===== src/rtl/uart_frame_pkg.sv =====
// Shared constants and state encoding for the UART frame parser.
// The defaults here are also used by the integration top.
package uart_frame_pkg;

    localparam logic [7:0]  SofByte   = 8'hA5;
    localparam int unsigned DefMaxLen = 16;
    localparam int unsigned DefGapCyc = 104_170;

    typedef enum logic [2:0] {
        StIdle,
        StLen,
        StPayload,
        StChk,
        StSend
    } state_e;

endpackage


===== src/rtl/uart_frame_buf.sv =====
// Payload buffer: Depth x 8 register array.
// Synchronous write port, asynchronous read port.
module uart_frame_buf #(
    parameter int unsigned Depth = 16,
    parameter int unsigned IdxW  = 5
) (
    input  logic            clk_i,
    input  logic            we_i,
    input  logic [IdxW-1:0] waddr_i,
    input  logic [7:0]      wdata_i,
    input  logic [IdxW-1:0] raddr_i,
    output logic [7:0]      rdata_o
);

    logic [7:0] mem_q [Depth];

    // Decoded compare keeps the full index width meaningful for any Depth.
    always_ff @(posedge clk_i) begin
        for (int i = 0; i < Depth; i++) begin
            if (we_i && (waddr_i == IdxW'(i))) begin
                mem_q[i] <= wdata_i;
            end
        end
    end

    always_comb begin
        rdata_o = 8'h00;
        for (int i = 0; i < Depth; i++) begin
            if (raddr_i == IdxW'(i)) begin
                rdata_o = mem_q[i];
            end
        end
    end

endmodule


===== src/rtl/uart_frame_rx.sv =====
// Frame parser for SOF/LEN/payload/CHK byte frames from the UART receiver.
// Buffers a frame, verifies its checksum, then streams the payload out.
module uart_frame_rx
    import uart_frame_pkg::*;
#(
    parameter int unsigned MAX_LEN = DefMaxLen,
    parameter int unsigned GAP_CYC = DefGapCyc
) (
    input  logic       sys_clk,
    input  logic       sys_rst,
    input  logic       rx_valid,
    input  logic [7:0] rx_data,
    output logic       out_valid,
    output logic [7:0] out_data,
    output logic       out_last,
    input  logic       out_ready,
    output logic       frame_ok,
    output logic       err_chk,
    output logic       err_len,
    output logic       err_gap,
    output logic       err_ovr
);

    localparam int unsigned IdxW    = $clog2(MAX_LEN + 1);
    localparam int unsigned GapW    = (GAP_CYC > 1) ? $clog2(GAP_CYC) : 1;
    localparam logic [GapW-1:0] GapMax = GapW'(GAP_CYC - 1);
    localparam logic [7:0]  MaxLenB = 8'(MAX_LEN);
    localparam logic [IdxW-1:0] One = IdxW'(1);

    state_e          state_q, state_d;
    logic [IdxW-1:0] len_q, len_d;
    logic [IdxW-1:0] idx_q, idx_d;
    logic [IdxW-1:0] rd_idx_q, rd_idx_d;
    logic [7:0]      sum_q, sum_d;
    logic [GapW-1:0] gap_q, gap_d;
    logic            out_valid_q, out_valid_d;
    logic [7:0]      out_data_q, out_data_d;
    logic            out_last_q, out_last_d;
    logic            frame_ok_q, frame_ok_d;
    logic            err_chk_q, err_chk_d;
    logic            err_len_q, err_len_d;
    logic            err_gap_q, err_gap_d;
    logic            err_ovr_q, err_ovr_d;
    logic            buf_we;
    logic [7:0]      buf_rdata;

    uart_frame_buf #(
        .Depth (MAX_LEN),
        .IdxW  (IdxW)
    ) u_buf (
        .clk_i   (sys_clk),
        .we_i    (buf_we),
        .waddr_i (idx_q),
        .wdata_i (rx_data),
        .raddr_i (rd_idx_d),
        .rdata_o (buf_rdata)
    );

    always_comb begin
        state_d     = state_q;
        len_d       = len_q;
        idx_d       = idx_q;
        rd_idx_d    = rd_idx_q;
        sum_d       = sum_q;
        gap_d       = '0;
        out_valid_d = out_valid_q;
        out_last_d  = out_last_q;
        frame_ok_d  = 1'b0;
        err_chk_d   = 1'b0;
        err_len_d   = 1'b0;
        err_gap_d   = 1'b0;
        err_ovr_d   = 1'b0;
        buf_we      = 1'b0;

        unique case (state_q)
            StIdle: begin
                if (rx_valid && (rx_data == SofByte)) begin
                    state_d = StLen;
                end
            end
            StLen, StPayload, StChk: begin
                if (rx_valid) begin
                    if (state_q == StLen) begin
                        if ((rx_data == 8'h00) || (rx_data > MaxLenB)) begin
                            err_len_d = 1'b1;
                            state_d   = StIdle;
                        end else begin
                            len_d   = IdxW'(rx_data);
                            sum_d   = rx_data;
                            idx_d   = '0;
                            state_d = StPayload;
                        end
                    end else if (state_q == StPayload) begin
                        buf_we = 1'b1;
                        sum_d  = sum_q + rx_data;
                        idx_d  = idx_q + One;
                        if (idx_q == len_q - One) begin
                            state_d = StChk;
                        end
                    end else if (rx_data == sum_q) begin
                        frame_ok_d  = 1'b1;
                        rd_idx_d    = '0;
                        out_valid_d = 1'b1;
                        out_last_d  = (len_q == One);
                        state_d     = StSend;
                    end else begin
                        err_chk_d = 1'b1;
                        state_d   = StIdle;
                    end
                end else if (gap_q == GapMax) begin
                    err_gap_d = 1'b1;
                    state_d   = StIdle;
                end else begin
                    gap_d = gap_q + GapW'(1);
                end
            end
            StSend: begin
                err_ovr_d = rx_valid;
                if (out_valid_q && out_ready) begin
                    if (out_last_q) begin
                        out_valid_d = 1'b0;
                        out_last_d  = 1'b0;
                        state_d     = StIdle;
                    end else begin
                        rd_idx_d   = rd_idx_q + One;
                        out_last_d = ((rd_idx_q + One) == (len_q - One));
                    end
                end
            end
            default: state_d = StIdle;
        endcase
    end

    // Separate block so the buffer read path does not loop through the FSM block.
    always_comb begin
        out_data_d = out_data_q;
        if (state_d == StSend) begin
            out_data_d = buf_rdata;
        end
    end

    always_ff @(posedge sys_clk) begin
        if (sys_rst) begin
            state_q     <= StIdle;
            len_q       <= '0;
            idx_q       <= '0;
            rd_idx_q    <= '0;
            sum_q       <= 8'h00;
            gap_q       <= '0;
            out_valid_q <= 1'b0;
            out_data_q  <= 8'h00;
            out_last_q  <= 1'b0;
            frame_ok_q  <= 1'b0;
            err_chk_q   <= 1'b0;
            err_len_q   <= 1'b0;
            err_gap_q   <= 1'b0;
            err_ovr_q   <= 1'b0;
        end else begin
            state_q     <= state_d;
            len_q       <= len_d;
            idx_q       <= idx_d;
            rd_idx_q    <= rd_idx_d;
            sum_q       <= sum_d;
            gap_q       <= gap_d;
            out_valid_q <= out_valid_d;
            out_data_q  <= out_data_d;
            out_last_q  <= out_last_d;
            frame_ok_q  <= frame_ok_d;
            err_chk_q   <= err_chk_d;
            err_len_q   <= err_len_d;
            err_gap_q   <= err_gap_d;
            err_ovr_q   <= err_ovr_d;
        end
    end

    assign out_valid = out_valid_q;
    assign out_data  = out_data_q;
    assign out_last  = out_last_q;
    assign frame_ok  = frame_ok_q;
    assign err_chk   = err_chk_q;
    assign err_len   = err_len_q;
    assign err_gap   = err_gap_q;
    assign err_ovr   = err_ovr_q;

endmodule

===== config.mk =====
export PLATFORM = sky130hd
export DESIGN_NAME = uart_frame_rx
export DESIGN_NICKNAME = d
export VERILOG_FILES = /design/src/rtl/uart_frame_pkg.sv /design/src/rtl/uart_frame_buf.sv /design/src/rtl/uart_frame_rx.sv
export SDC_FILE = /design/constraint.sdc
export NUM_CORES = 1
export LEC_CHECK = 0
export BUFFER_PORTS_ARGS = -buffer_cell sky130_fd_sc_hd__buf_2
export CORE_ASPECT_RATIO = 1.2
export CORE_MARGIN = 5
export CORE_UTILIZATION = 45
export CTS_BUF_LIST = sky130_fd_sc_hd__clkbuf_4 sky130_fd_sc_hd__clkbuf_8
export DETAILED_ROUTE_END_ITERATION = 12
export PLACE_DENSITY = 0.64
export RECOVER_POWER = 25
export REMOVE_ABC_BUFFERS = 1
export SETUP_SLACK_MARGIN = 0.4
export SYNTH_ARGS = -nofsm -noshare
export SYNTH_HDL_FRONTEND = slang
export SYNTH_SLANG_ARGS = --single-unit

===== constraint.sdc =====
create_clock -name sys_clk -period 3.8 [get_ports sys_clk]
set_input_delay 0.57 -clock sys_clk [delete_from_list [all_inputs] [get_ports sys_clk]]
set_output_delay 0.57 -clock sys_clk [all_outputs]
set_load 0.005 [all_outputs]

[Word-level counts from Yosys, hierarchy flattened]
Memories as Yosys holds them, arrays and structs flattened.
Cells that the tools add are included.
Storage, ports and cells
  flip-flop bits (word level): 58
  memory bits (writable): 128
  bits of input ports: 12
  output and inout bits: 15
  logic and storage cells: 263
  memories: 1
Memories
  u_buf.mem_q: depth 16, width 8, rd ports 16, clocked after Yosys merged registers in 0, wr ports 1, line uart_frame_buf.sv:15  | logic [7:0] mem_q [Depth];
Operators by class
  $add $sub $neg: 5
  magnitude comparators: 1
  eq/ne operators: 48
  muxes and demuxes: 139
  bitwise operators: 5
  reduce and logical (&&, ||, !) cells: 50
Operators by type and width (number)
  8-bit two-way mux: 34
  8-bit OR reduction: 15
  5-bit by 4-bit equality test with 1-bit output (second input constant): 16
  1-bit two-way mux: 67
  4-bit two-way mux: 15
  5-bit two-way mux: 9
  5-bit by 3-bit equality test with 1-bit output (second input constant): 8
  3-bit two-way mux: 9
  5-bit by 2-bit equality test with 1-bit output (second input constant): 4
  1-bit logical AND: 18
  17-bit by 1-bit adder with 17-bit output (second input constant): 1
  17-bit equality test (second input constant): 1
  5-bit by 1-bit equality test with 1-bit output (second input constant): 3
  2-bit inequality test (second input constant): 7
  5-bit by 1-bit adder with 5-bit output (second input constant): 2
  5-bit equality test: 2
  5-bit zero test: 2
  5-bit one-hot mux with 2 select lines: 1
  3-bit one-hot mux with 3 select lines: 1
  8-bit adder: 1
  8-bit equality test: 1
  8-bit equality test (second input constant): 1
  8-bit by 5-bit > comparator with 1-bit output (second input constant): 1
  8-bit zero test: 1
  other kinds (17): 28

[Logic depth before layout (Yosys ltp)]
Gate-level depths: netlist (run 1).
  word-level depth: 24
  depth in mapped cells: 13
  depth with buffers taken out: 11

[Hierarchy]
A second synthesis (run 1) with hierarchy kept.
Second synthesis, totals
  cells, all modules: 741
  area, all modules: 8648.3 um^2
By module, submodules not included
  uart_frame_buf: instances 1, cells an instance 403, area an instance 5611.6 um^2, seq. area each 3843.7 um^2
  uart_frame_rx: instances 1, cells an instance 338, area an instance 3036.7 um^2, seq. area each 1161.1 um^2

[Worst setup path before layout (run 1)]
No wires, ideal clock.
  path kind: in2reg
  start point: in rx_data[5]
  end point: reg out_data_q[3] (netlist: out_data[3])
  setup time: 0.118 ns
  arrival time: 2.863 ns
  required time: 3.682 ns
  setup slack: 0.818 ns
  cell stages on the path: 11
  buffers on the path: 2
  path through: ha_1 > nor4_1 > and4_1 > buf_2 > nor3_4 > or2_2 > clkbuf_1 > nor2_1 > a32oi_1 > a221oi_2 > o21ai_1
On the way
  longest elaborated chain between the ends: 23
  elaborated cells on any way between the ends: 51
  those cells by class: order compare: 1; eq/ne: 18; mux: 28; reduce/logical: 4
RTL lines
  start, declared: line uart_frame_rx.sv:12  | input logic [7:0] rx_data,
  8-bit equality test: line uart_frame_rx.sv:100  | end else if (rx_data == sum_q) begin
  5-bit two-way mux: line uart_frame_rx.sv:100
  5-bit two-way mux: line uart_frame_rx.sv:93  | end else if (state_q == StPayload) begin
  5-bit two-way mux: line uart_frame_rx.sv:83  | if (state_q == StLen) begin
  5-bit two-way mux: line uart_frame_rx.sv:82  | if (rx_valid) begin
  5-bit one-hot mux with 2 select lines: line uart_frame_rx.sv:75  | unique case (state_q)
  5-bit zero test: line uart_frame_buf.sv:29  | if (raddr_i == IdxW'(i)) begin
  8-bit two-way mux (16 in series): line uart_frame_buf.sv:29
  end signal, assigned: line uart_frame_rx.sv:166  | out_data_q <= out_data_d;
  end, declared: line uart_frame_rx.sv:37  | logic [7:0] out_data_q, out_data_d;
Parallel ways exist; a longest one is shown, timed or not.
A chain may end at the register's enable or synchronous reset.

[Worst setup path in the final report (run 1)]
  start point: reg rd_idx_q[1]
  end point: reg out_data_q[4] (netlist: out_data[4])
On the way
  longest elaborated chain between the ends: 22
  elaborated cells on any way between the ends: 40
  those cells by class: add/sub: 1; eq/ne: 15; mux: 23; reduce/logical: 1
RTL lines
  start, declared: line uart_frame_rx.sv:33  | logic [IdxW-1:0] rd_idx_q, rd_idx_d;
  start signal, assigned: line uart_frame_rx.sv:162  | rd_idx_q <= rd_idx_d;
  branches (longest 4 deep; another with 5-bit by 1-bit adder with 5-bit output)
  5-bit one-hot mux with 2 select lines (*): line uart_frame_rx.sv:75
  5-bit zero test: line uart_frame_buf.sv:29
  8-bit two-way mux (15 in series): line uart_frame_buf.sv:29
  8-bit two-way mux (*): line uart_frame_buf.sv:29
Mark *: on every way between the ends.

==> metrics, run 1 <==
via count of the first global-routing pass 6,674; tightest slew margin relative to the limit 0.157; area leader, netlist sky130_fd_sc_hd__edfxtp_1; Routed Antenna Nets 0; fmax 304 MHz; die span in x 137 um; power per unit of standard cell area 356 nW/um2; overall routing resource usage 0.221; hold-fix buffers at CTS 0; global-route wire length before repair 37,500 um; most common cell in the netlist sky130_fd_sc_hd__edfxtp_1; netlist area before placement 8730 um2; Remaining Overflow, GRT 0; number of fill cells in the layout 1,776; wire length per cell after detailed routing 21.6 um; placeable core area 19,000 um2; end of the worst hold path err_len$_SDFF_PP0_; post-layout utilization of the core 0.512; worst reg2reg path endpoint out_data[4]$_SDFFE_PP0N_; CTS Sinks 186; hold crit path type in -> reg; RSZ-0062 raised after global routing yes; Commonest cells post-synth sky130_fd_sc_hd__edfxtp_1, sky130_fd_sc_hd__nor2_1, sky130_fd_sc_hd__nand2_1, sky130_fd_sc_hd__dfxtp_1, sky130_fd_sc_hd__a21oi_1; synth top area cells sky130_fd_sc_hd__edfxtp_1, sky130_fd_sc_hd__dfxtp_1, sky130_fd_sc_hd__nor2_1; area enclosed by the die boundary 22,300 um2; top sig layer met4; Routed Wire Length 23,900 um; Total Negative Setup Slacks 0 ns; max-slew violation total from the final report 0; number of enable-type register cells in the synthesized netlist 128; Ys Warns 0; TritonCTS clock tree yes; run status finished, final reports clean; area share of the leading cell type in the synthesized netlist 0.440; Synth Register Bits 186; Bufs on Longest Clock Path 2; Setup crit start kind flip-flop; R2R Path Start rd_idx_q[1]$_SDFF_PP0_; slew at the pin closest to its max-slew limit 1.26 ns; Synth async-reset ratio 0; area added between synthesis and finish 11.4%; critical setup path kind reg -> reg; fraction of layout instances using a drive strength above 1 0.143; count of final hold-check violations 0; routed vias 6,559; tightest hold margin 0.414 ns; final estimated routing congestion in global placement 0.920; IO Pins 27; CP endpoint kind flip-flop; root buf cell sky130_fd_sc_hd__clkbuf_8; Worst EP required 4.22 ns; portion of the post-synthesis area used by sequential elements 0.573; number of cells traversed by the worst register-to-register path 12; most frequently used flop master after synthesis sky130_fd_sc_hd__edfxtp_1; met2 layer wire length in the routed design 12,100 um; DRC 0; IO Port Bufs 26; final critical-path share of the clock period 0.865; cell count of the worst hold path 2; clock transition time at the flip-flop clock pins of the worst setup and hold paths 0.09 ns; initial antenna violation count 0; H-tree depth 4; flop2flop setup slack 0.51 ns; met3 WL post-DR 1360 um; startpoint of the worst hold path rx_valid; crit path setup slack, layout 0.512 ns; worst ir drop on vdd 203 uV; final instance count without filler cells 1,108; number of buffers created by CTS 17; max-cap check violation count 0; ratio of routed vias to standard cells 5.92; min Tclk post-route 3.29 ns; Static Leakage 3.20 nW; Worst Path Max Fanout 8; pin count of the biggest net entering global routing 47; worst-case setup slack after placement 0.113 ns; Worst Path Arrival 3.71 ns; Starting Density 0.459; count of standard-cell rows 55; worst-case clock skew 0.0149 ns; final setup violating endpoints 0; Inserted Diodes 0; DR pass1 iterations 5; average footprint of a synthesized cell 11.1 um2; number of distinct library cells after synthesis 82; number of DRC markers in iteration 0 617; Final HPWL DP 16,400 um; post-synthesis cell count 786; worst skew pair latency 0.48 ns; number of nets in the finished design 869; Die Y 163 um; number of cells after detailed placement 1,071; DRT met1 WL 9660 um
[worst max-delay path, cell delays in order, from the launching register on]
cell	delay, ns
sky130_fd_sc_hd__dfxtp_1	0.47
sky130_fd_sc_hd__ha_1	0.32
sky130_fd_sc_hd__nand3_1	0.19
sky130_fd_sc_hd__xor2_2	0.24
sky130_fd_sc_hd__a221oi_4	0.45
sky130_fd_sc_hd__buf_4	0.19
sky130_fd_sc_hd__buf_4	0.11
sky130_fd_sc_hd__nor3_4	0.05
sky130_fd_sc_hd__nand2_1	0.37
sky130_fd_sc_hd__o22ai_1	0.15
sky130_fd_sc_hd__nor2_1	0.33
sky130_fd_sc_hd__o211ai_1	0.24
sky130_fd_sc_hd__nand3_1	0.12
[metrics by stage]
step                      instance area, um2  power [mW]
final                                   9720        3.46
after global routing                    9720        3.58
after CTS                               9700        3.48
after detailed placement                9340        2.28
after global placement                  9340        2.28
after floorplan                         8550        2.22
[final cells by class]
type                       count  area [um2]  area share
sequential                   186        5000       0.515
clock inverter                15         128      0.0131
clock buffer                  17         234      0.0241
tap                          256         320      0.0329
multi-input combinational    540        3480       0.357
inverter                      23        86.3     0.00888
timing repair buffer          71         475      0.0489
[cells by family after synthesis]
logic type	after synthesis	share of synthesized area
adder cells (fa/ha/maj)	18	0.0267
AO/OA/AOI/OAI	193	0.157
buffers and inverters	60	0.0305
AND/OR/NAND/NOR	279	0.161
multiplexers	9	0.0103
XOR/XNOR	41	0.0411
flip-flops	186	0.573
[worst max path at each step]
stage	from	cells past startpoint	end	slack, ns
4_1_cts	rd_idx_q[1]$_SDFF_PP0_	11	out_data[7]$_SDFFE_PP0N_	0.41
3_5_place_dp	rx_data[5]	13	out_data[7]$_SDFFE_PP0N_	0.11
5_1_grt	sum_q[5]$_SDFFE_PP0P_	13	out_data[7]$_SDFFE_PP0N_	0.40
6_report	rd_idx_q[1]$_SDFF_PP0_	12	out_data[4]$_SDFFE_PP0N_	0.51
3_3_place_gp	rx_data[5]	13	out_data[7]$_SDFFE_PP0N_	0.09
2_1_floorplan	rx_data[5]	9	out_data[7]$_SDFFE_PP0N_	0.29
[where the power goes]
| part | switching (mW) | internal, mW | total, mW |
|---|---|---|---|
| clock | 0.709 | 0.517 | 1.23 |
| combinational | 0.0614 | 0.0142 | 0.0755 |
| sequential | 0.0000544 | 2.16 | 2.16 |
| total | 0.770 | 2.69 | 3.46 |
[what timing repair did]
| item | in CTS | in global routing |
|---|---|---|
| resized for setup | 0 | 6 |
| buffers inserted | 0 | 5 |
| endpoints found under the setup margin | 0 | 5 |
[flip-flops by register name (all words and copies together) (netlist names)]
register and cells:
err_chk 1, err_gap 1, err_len 1, err_ovr 1, frame_ok 1, gap_q 17, idx_q 5, len_q 5
out_data 8, out_last 1, out_valid 1, rd_idx_q 5, state_q 3, sum_q 8, u_buf.mem_q 128
[per-layer routing]
| layer | vias to the layer above | GRT usage |
|---|---|---|
| met5 | - | 0 |
| met4 | 0 | 0.0889 |
| met3 | 51 | 0.0383 |
| met2 | 236 | 0.376 |
| met1 | 3243 | 0.278 |
| li1 | 3029 | - |
[cells in the final DEF, fill, tap and decap left out, types with 4 or more instances in the layout]
master	count
sky130_fd_sc_hd__clkbuf_1	13
sky130_fd_sc_hd__a31oi_1	9
sky130_fd_sc_hd__a22oi_1	7
sky130_fd_sc_hd__nor4_1	5
sky130_fd_sc_hd__a21oi_1	45
sky130_fd_sc_hd__nand2b_1	7
sky130_fd_sc_hd__o21a_1	4
sky130_fd_sc_hd__xnor2_1	22
sky130_fd_sc_hd__edfxtp_1	128
sky130_fd_sc_hd__nand3_1	27
sky130_fd_sc_hd__inv_1	23
sky130_fd_sc_hd__xor2_1	18
sky130_fd_sc_hd__nand2_1	73
sky130_fd_sc_hd__a2bb2oi_1	4
sky130_fd_sc_hd__clkbuf_8	17
sky130_fd_sc_hd__o22ai_1	6
sky130_fd_sc_hd__o32ai_1	6
sky130_fd_sc_hd__a211oi_1	7
sky130_fd_sc_hd__o211ai_1	8
sky130_fd_sc_hd__dfxtp_1	58
sky130_fd_sc_hd__nand4_1	9
sky130_fd_sc_hd__clkinv_4	5
sky130_fd_sc_hd__o21ai_1	7
sky130_fd_sc_hd__and3_1	8
sky130_fd_sc_hd__o221ai_1	5
sky130_fd_sc_hd__nor3_1	31
sky130_fd_sc_hd__mux2i_1	9
sky130_fd_sc_hd__ha_1	17
sky130_fd_sc_hd__nor2b_1	4
sky130_fd_sc_hd__a22o_1	4
sky130_fd_sc_hd__nor3_2	5
sky130_fd_sc_hd__o22a_1	5
sky130_fd_sc_hd__o21ai_0	33
sky130_fd_sc_hd__buf_2	20
sky130_fd_sc_hd__a21o_1	4
sky130_fd_sc_hd__nor2_1	81
sky130_fd_sc_hd__buf_4	34
(Power assumes the default switching activity.)
==> inputs of run 2 (changes only) <==
SYNTH_HIERARCHICAL = 1   (was not set)
==> metrics, run 2 <==
run status finished, final reports clean (unchanged); flop2flop setup slack 0.49 ns (was 0.51 ns); Int Pwr 2.80 mW (was 2.69 mW); Starting Density 0.459 (about the same); Inserted Diodes 0 (unchanged); fraction of power spent switching nets 0.219 (was 0.223); final estimated routing congestion in global placement 0.925 (was 0.920); IO Port Bufs 26 (unchanged); Synth Register Bits 186 (unchanged); Final HPWL DP 16,300 um (was 16,400 um); root buf cell sky130_fd_sc_hd__clkbuf_8 (unchanged); startpoint of the worst hold path rx_valid (unchanged); final critical-path share of the clock period 0.872 (was 0.865); commonest cells after routing, fill and taps aside sky130_fd_sc_hd__edfxtp_1, sky130_fd_sc_hd__buf_4, sky130_fd_sc_hd__nor2_1 (was sky130_fd_sc_hd__edfxtp_1, sky130_fd_sc_hd__nor2_1, sky130_fd_sc_hd__nand2_1); netlist area before placement 8650 um2 (was 8730 um2); Die Y 162 um (was 163 um); Remaining Overflow, GRT 0 (unchanged); final instance count without filler cells 1,114 (was 1,108); Routed Wire Length 23,800 um (was 23,900 um); largest registers ranked by flip-flop count u_buf/mem_q (128), gap_q (17) (was u_buf.mem_q (128), gap_q (17)); Synth async-reset ratio 0 (unchanged); Worst Path Max Fanout 14 (was 8); Worst Path Arrival 3.66 ns (was 3.71 ns); pin count of the biggest net entering global routing 24 (was 47); R2R Path Start state_q[2]$_SDFF_PP0_ (was rd_idx_q[1]$_SDFF_PP0_); clock transition time at the flip-flop clock pins of the worst setup and hold paths 0.10 ns (was 0.09 ns); number of enable-type register cells in the synthesized netlist 128 (unchanged); count of standard-cell rows 55 (unchanged); number of nets in the finished design 871 (was 869); via count of the first global-routing pass 6,538 (was 6,674); register bank with the most flops u_buf/mem_q (was u_buf.mem_q); area leader, netlist sky130_fd_sc_hd__edfxtp_1 (unchanged); number of cells after detailed placement 1,074 (was 1,071); Bufs on Longest Clock Path 2 (unchanged); tightest hold margin 0.310 ns (was 0.414 ns); initial antenna violation count 0 (unchanged); post-layout utilization of the core 0.542 (was 0.512); DRC 0 (unchanged); final setup violating endpoints 0 (unchanged); fmax 302 MHz (was 304 MHz); Seq pwr share 0.601 (was 0.624); synth top area cells sky130_fd_sc_hd__edfxtp_1, sky130_fd_sc_hd__dfxtp_1, sky130_fd_sc_hd__mux2i_1 (was sky130_fd_sc_hd__edfxtp_1, sky130_fd_sc_hd__dfxtp_1, sky130_fd_sc_hd__nor2_1); Commonest cells post-synth sky130_fd_sc_hd__edfxtp_1, sky130_fd_sc_hd__nor2_1, sky130_fd_sc_hd__dfxtp_1, sky130_fd_sc_hd__a21oi_1, sky130_fd_sc_hd__nand2_1 (was sky130_fd_sc_hd__edfxtp_1, sky130_fd_sc_hd__nor2_1, sky130_fd_sc_hd__nand2_1, sky130_fd_sc_hd__dfxtp_1, sky130_fd_sc_hd__a21oi_1); Setup crit start kind flip-flop (unchanged); leading cell type in the layout, fill and taps excluded sky130_fd_sc_hd__edfxtp_1 (unchanged); Static Leakage 3.51 nW (was 3.20 nW); IO Pins 27 (unchanged); area added between synthesis and finish 18.2% (was 11.4%); Net Sw Power 788 uW (was 770 uW); Comb pwr share 0.024 (was 0.022); Worst EP required 4.14 ns (was 4.22 ns); count of final hold-check violations 0 (unchanged); number of buffers created by CTS 17 (unchanged); CTS Sinks 186 (unchanged); slew at the pin closest to its max-slew limit 1.24 ns (was 1.26 ns); overall routing resource usage 0.221 (about the same); share of total power in the clock network 0.375 (was 0.354); number of fill cells in the layout 1,660 (was 1,776); Routed Antenna Nets 0 (unchanged); max-cap check violation count 0 (unchanged); worst ir drop on vdd 219 uV (was 203 uV); most common cell in the netlist sky130_fd_sc_hd__edfxtp_1 (unchanged); worst skew pair latency 0.48 ns (about the same); worst reg2reg path endpoint out_data[6]$_SDFFE_PP0N_ (was out_data[4]$_SDFFE_PP0N_); placeable core area 18,900 um2 (was 19,000 um2); TritonCTS clock tree yes (unchanged); flip-flop count of the largest register, all copies and words added 128 (unchanged); wire length per cell after detailed routing 21.3 um (was 21.6 um); power per unit of standard cell area 351 nW/um2 (was 356 nW/um2); post-synthesis cell count 741 (was 786); die span in x 137 um (about the same); cell count of the worst hold path 2 (unchanged); H-tree depth 4 (unchanged); area enclosed by the die boundary 22,100 um2 (was 22,300 um2); number of DRC markers in iteration 0 511 (was 617); RSZ-0062 raised after global routing yes (unchanged); end of the worst hold path err_gap$_SDFF_PP0_ (was err_len$_SDFF_PP0_); Ys Warns 6 (was 0); max-slew violation total from the final report 0 (unchanged); ratio of routed vias to standard cells 5.73 (was 5.92); CP endpoint kind flip-flop (unchanged); portion of the post-synthesis area used by sequential elements 0.579 (was 0.573); DR pass1 iterations 5 (unchanged); critical setup path kind reg -> reg (unchanged); min Tclk post-route 3.31 ns (was 3.29 ns); average footprint of a synthesized cell 11.7 um2 (was 11.1 um2); tightest slew margin relative to the limit 0.170 (was 0.157); most frequently used flop master after synthesis sky130_fd_sc_hd__edfxtp_1 (unchanged); worst-case clock skew 0.0170 ns (was 0.0149 ns); global-route wire length before repair 36,900 um (was 37,500 um); number of distinct library cells after synthesis 80 (was 82); fraction of layout instances using a drive strength above 1 0.225 (was 0.143); routed vias 6,387 (was 6,559); number of cells traversed by the worst register-to-register path 12 (unchanged); area share of the leading cell type in the synthesized netlist 0.444 (was 0.440); hold crit path type in -> reg (unchanged)
## run 2: cell count changes after synthesis, sizes merged, moves of 6 or more
| cell | change |
|---|---|
| inv | -6 |
| nand2b | +12 |
| nor2b | +10 |
| mux2 | +7 |
| o21ai | -13 |
| nand2 | -35 |
| mux2i | +18 |
| nor3 | -10 |
| nand3 | -19 |
| o211ai | -8 |
| nor2 | -11 |
| xnor2 | -6 |
## run 2: what timing repair did
| action | in CTS | in global routing |
|---|---|---|
| hold buffers | 0 | 0 |
| resized for setup | 6 | 36 |
| cloned | 0 | 1 |
| pin swaps | 0 | 6 |
| endpoints found under the setup margin | 8 | 8 |
| setup buffers | 0 | 7 |
## run 2: metal layers
layer,wire length [um],vias up,share of wire,global-route usage
met5,0,-,0,0
met3,991,54,0.042,0.0372
met4,719,0,0.030,0.0889
met2,12400,207,0.52,0.386
met1,9620,3137,0.40,0.270
li1,-,2989,-,-
## run 2: worst max-delay path by stage
stage / start / endpoint / slack, ns / depth (start not counted)
CTS: sum_q[0]$_SDFFE_PP0P_ / out_data[6]$_SDFFE_PP0N_ / 0.40 / 14
finish: state_q[2]$_SDFF_PP0_ / out_data[6]$_SDFFE_PP0N_ / 0.49 / 12
detailed placement: rx_data[0] / out_data[7]$_SDFFE_PP0N_ / -0.20 / 15
global route: state_q[2]$_SDFF_PP0_ / out_data[2]$_SDFFE_PP0N_ / 0.37 / 13
floorplan: rx_data[4] / out_data[7]$_SDFFE_PP0N_ / -0.14 / 12
global placement: rx_data[0] / out_data[7]$_SDFFE_PP0N_ / -0.14 / 15
## run 2: worst max-delay path, cell delays in order (launching register included)
cell and delay [ns]:
sky130_fd_sc_hd__dfxtp_2 0.38, sky130_fd_sc_hd__or3b_4 0.43, sky130_fd_sc_hd__or3_4 0.43, sky130_fd_sc_hd__and2_4 0.16, sky130_fd_sc_hd__a22o_4 0.29, sky130_fd_sc_hd__buf_4 0.21, sky130_fd_sc_hd__mux4_2 0.31, sky130_fd_sc_hd__o211a_1 0.22
sky130_fd_sc_hd__o21ai_1 0.27, sky130_fd_sc_hd__buf_4 0.18, sky130_fd_sc_hd__a32oi_2 0.10, sky130_fd_sc_hd__mux2i_1 0.14, sky130_fd_sc_hd__nor2_1 0.06
## run 2: cell families (layout without fill, tap and decap cells)
logic type,count (synthesis),in the layout,synth area share
adders and majority gates,14,14,0.0211
AOI/OAI and AO/OA,164,164,0.128
buffers and inverters,54,171,0.0315
and+or+nand+nor,249,249,0.156
DFF,186,186,0.579
muxes,36,36,0.0460
xor gates and xnor gates,38,38,0.0385
## run 2: layout make-up
type / count / area, um2 / share of cell area
Inverter: 17 / 63.8 / 0.00624
Sequential cell: 186 / 5010 / 0.490
Multi-Input combinational cell: 501 / 3550 / 0.347
Timing Repair Buffer: 122 / 882 / 0.0863
Tap cell: 256 / 320 / 0.0313
Clock buffer: 19 / 262 / 0.0256
Clock inverter: 13 / 136 / 0.0133
## run 2: through the flow
stage	worst slack (ns)	power, mW	TNS, ns	instance area [um2]
floorplan	-0.143	2.22	-0.277	8440
finish	0.487	3.59	0	10200
CTS	0.402	3.62	0	10000
global placement	-0.136	2.29	-0.167	9590
detailed placement	-0.204	2.29	-0.225	9590
global route	0.374	3.72	0	10200
## run 2: power groups by stage
stage	Combinational (mW)	Sequential [mW]	Clock [mW]
6_report	0.0850	2.16	1.35
5_1_grt	0.0920	2.16	1.47
4_1_cts	0.0867	2.16	1.38
3_5_place_dp	0.0864	2.20	0
3_3_place_gp	0.0835	2.20	0
2_1_floorplan	0.0183	2.20	0
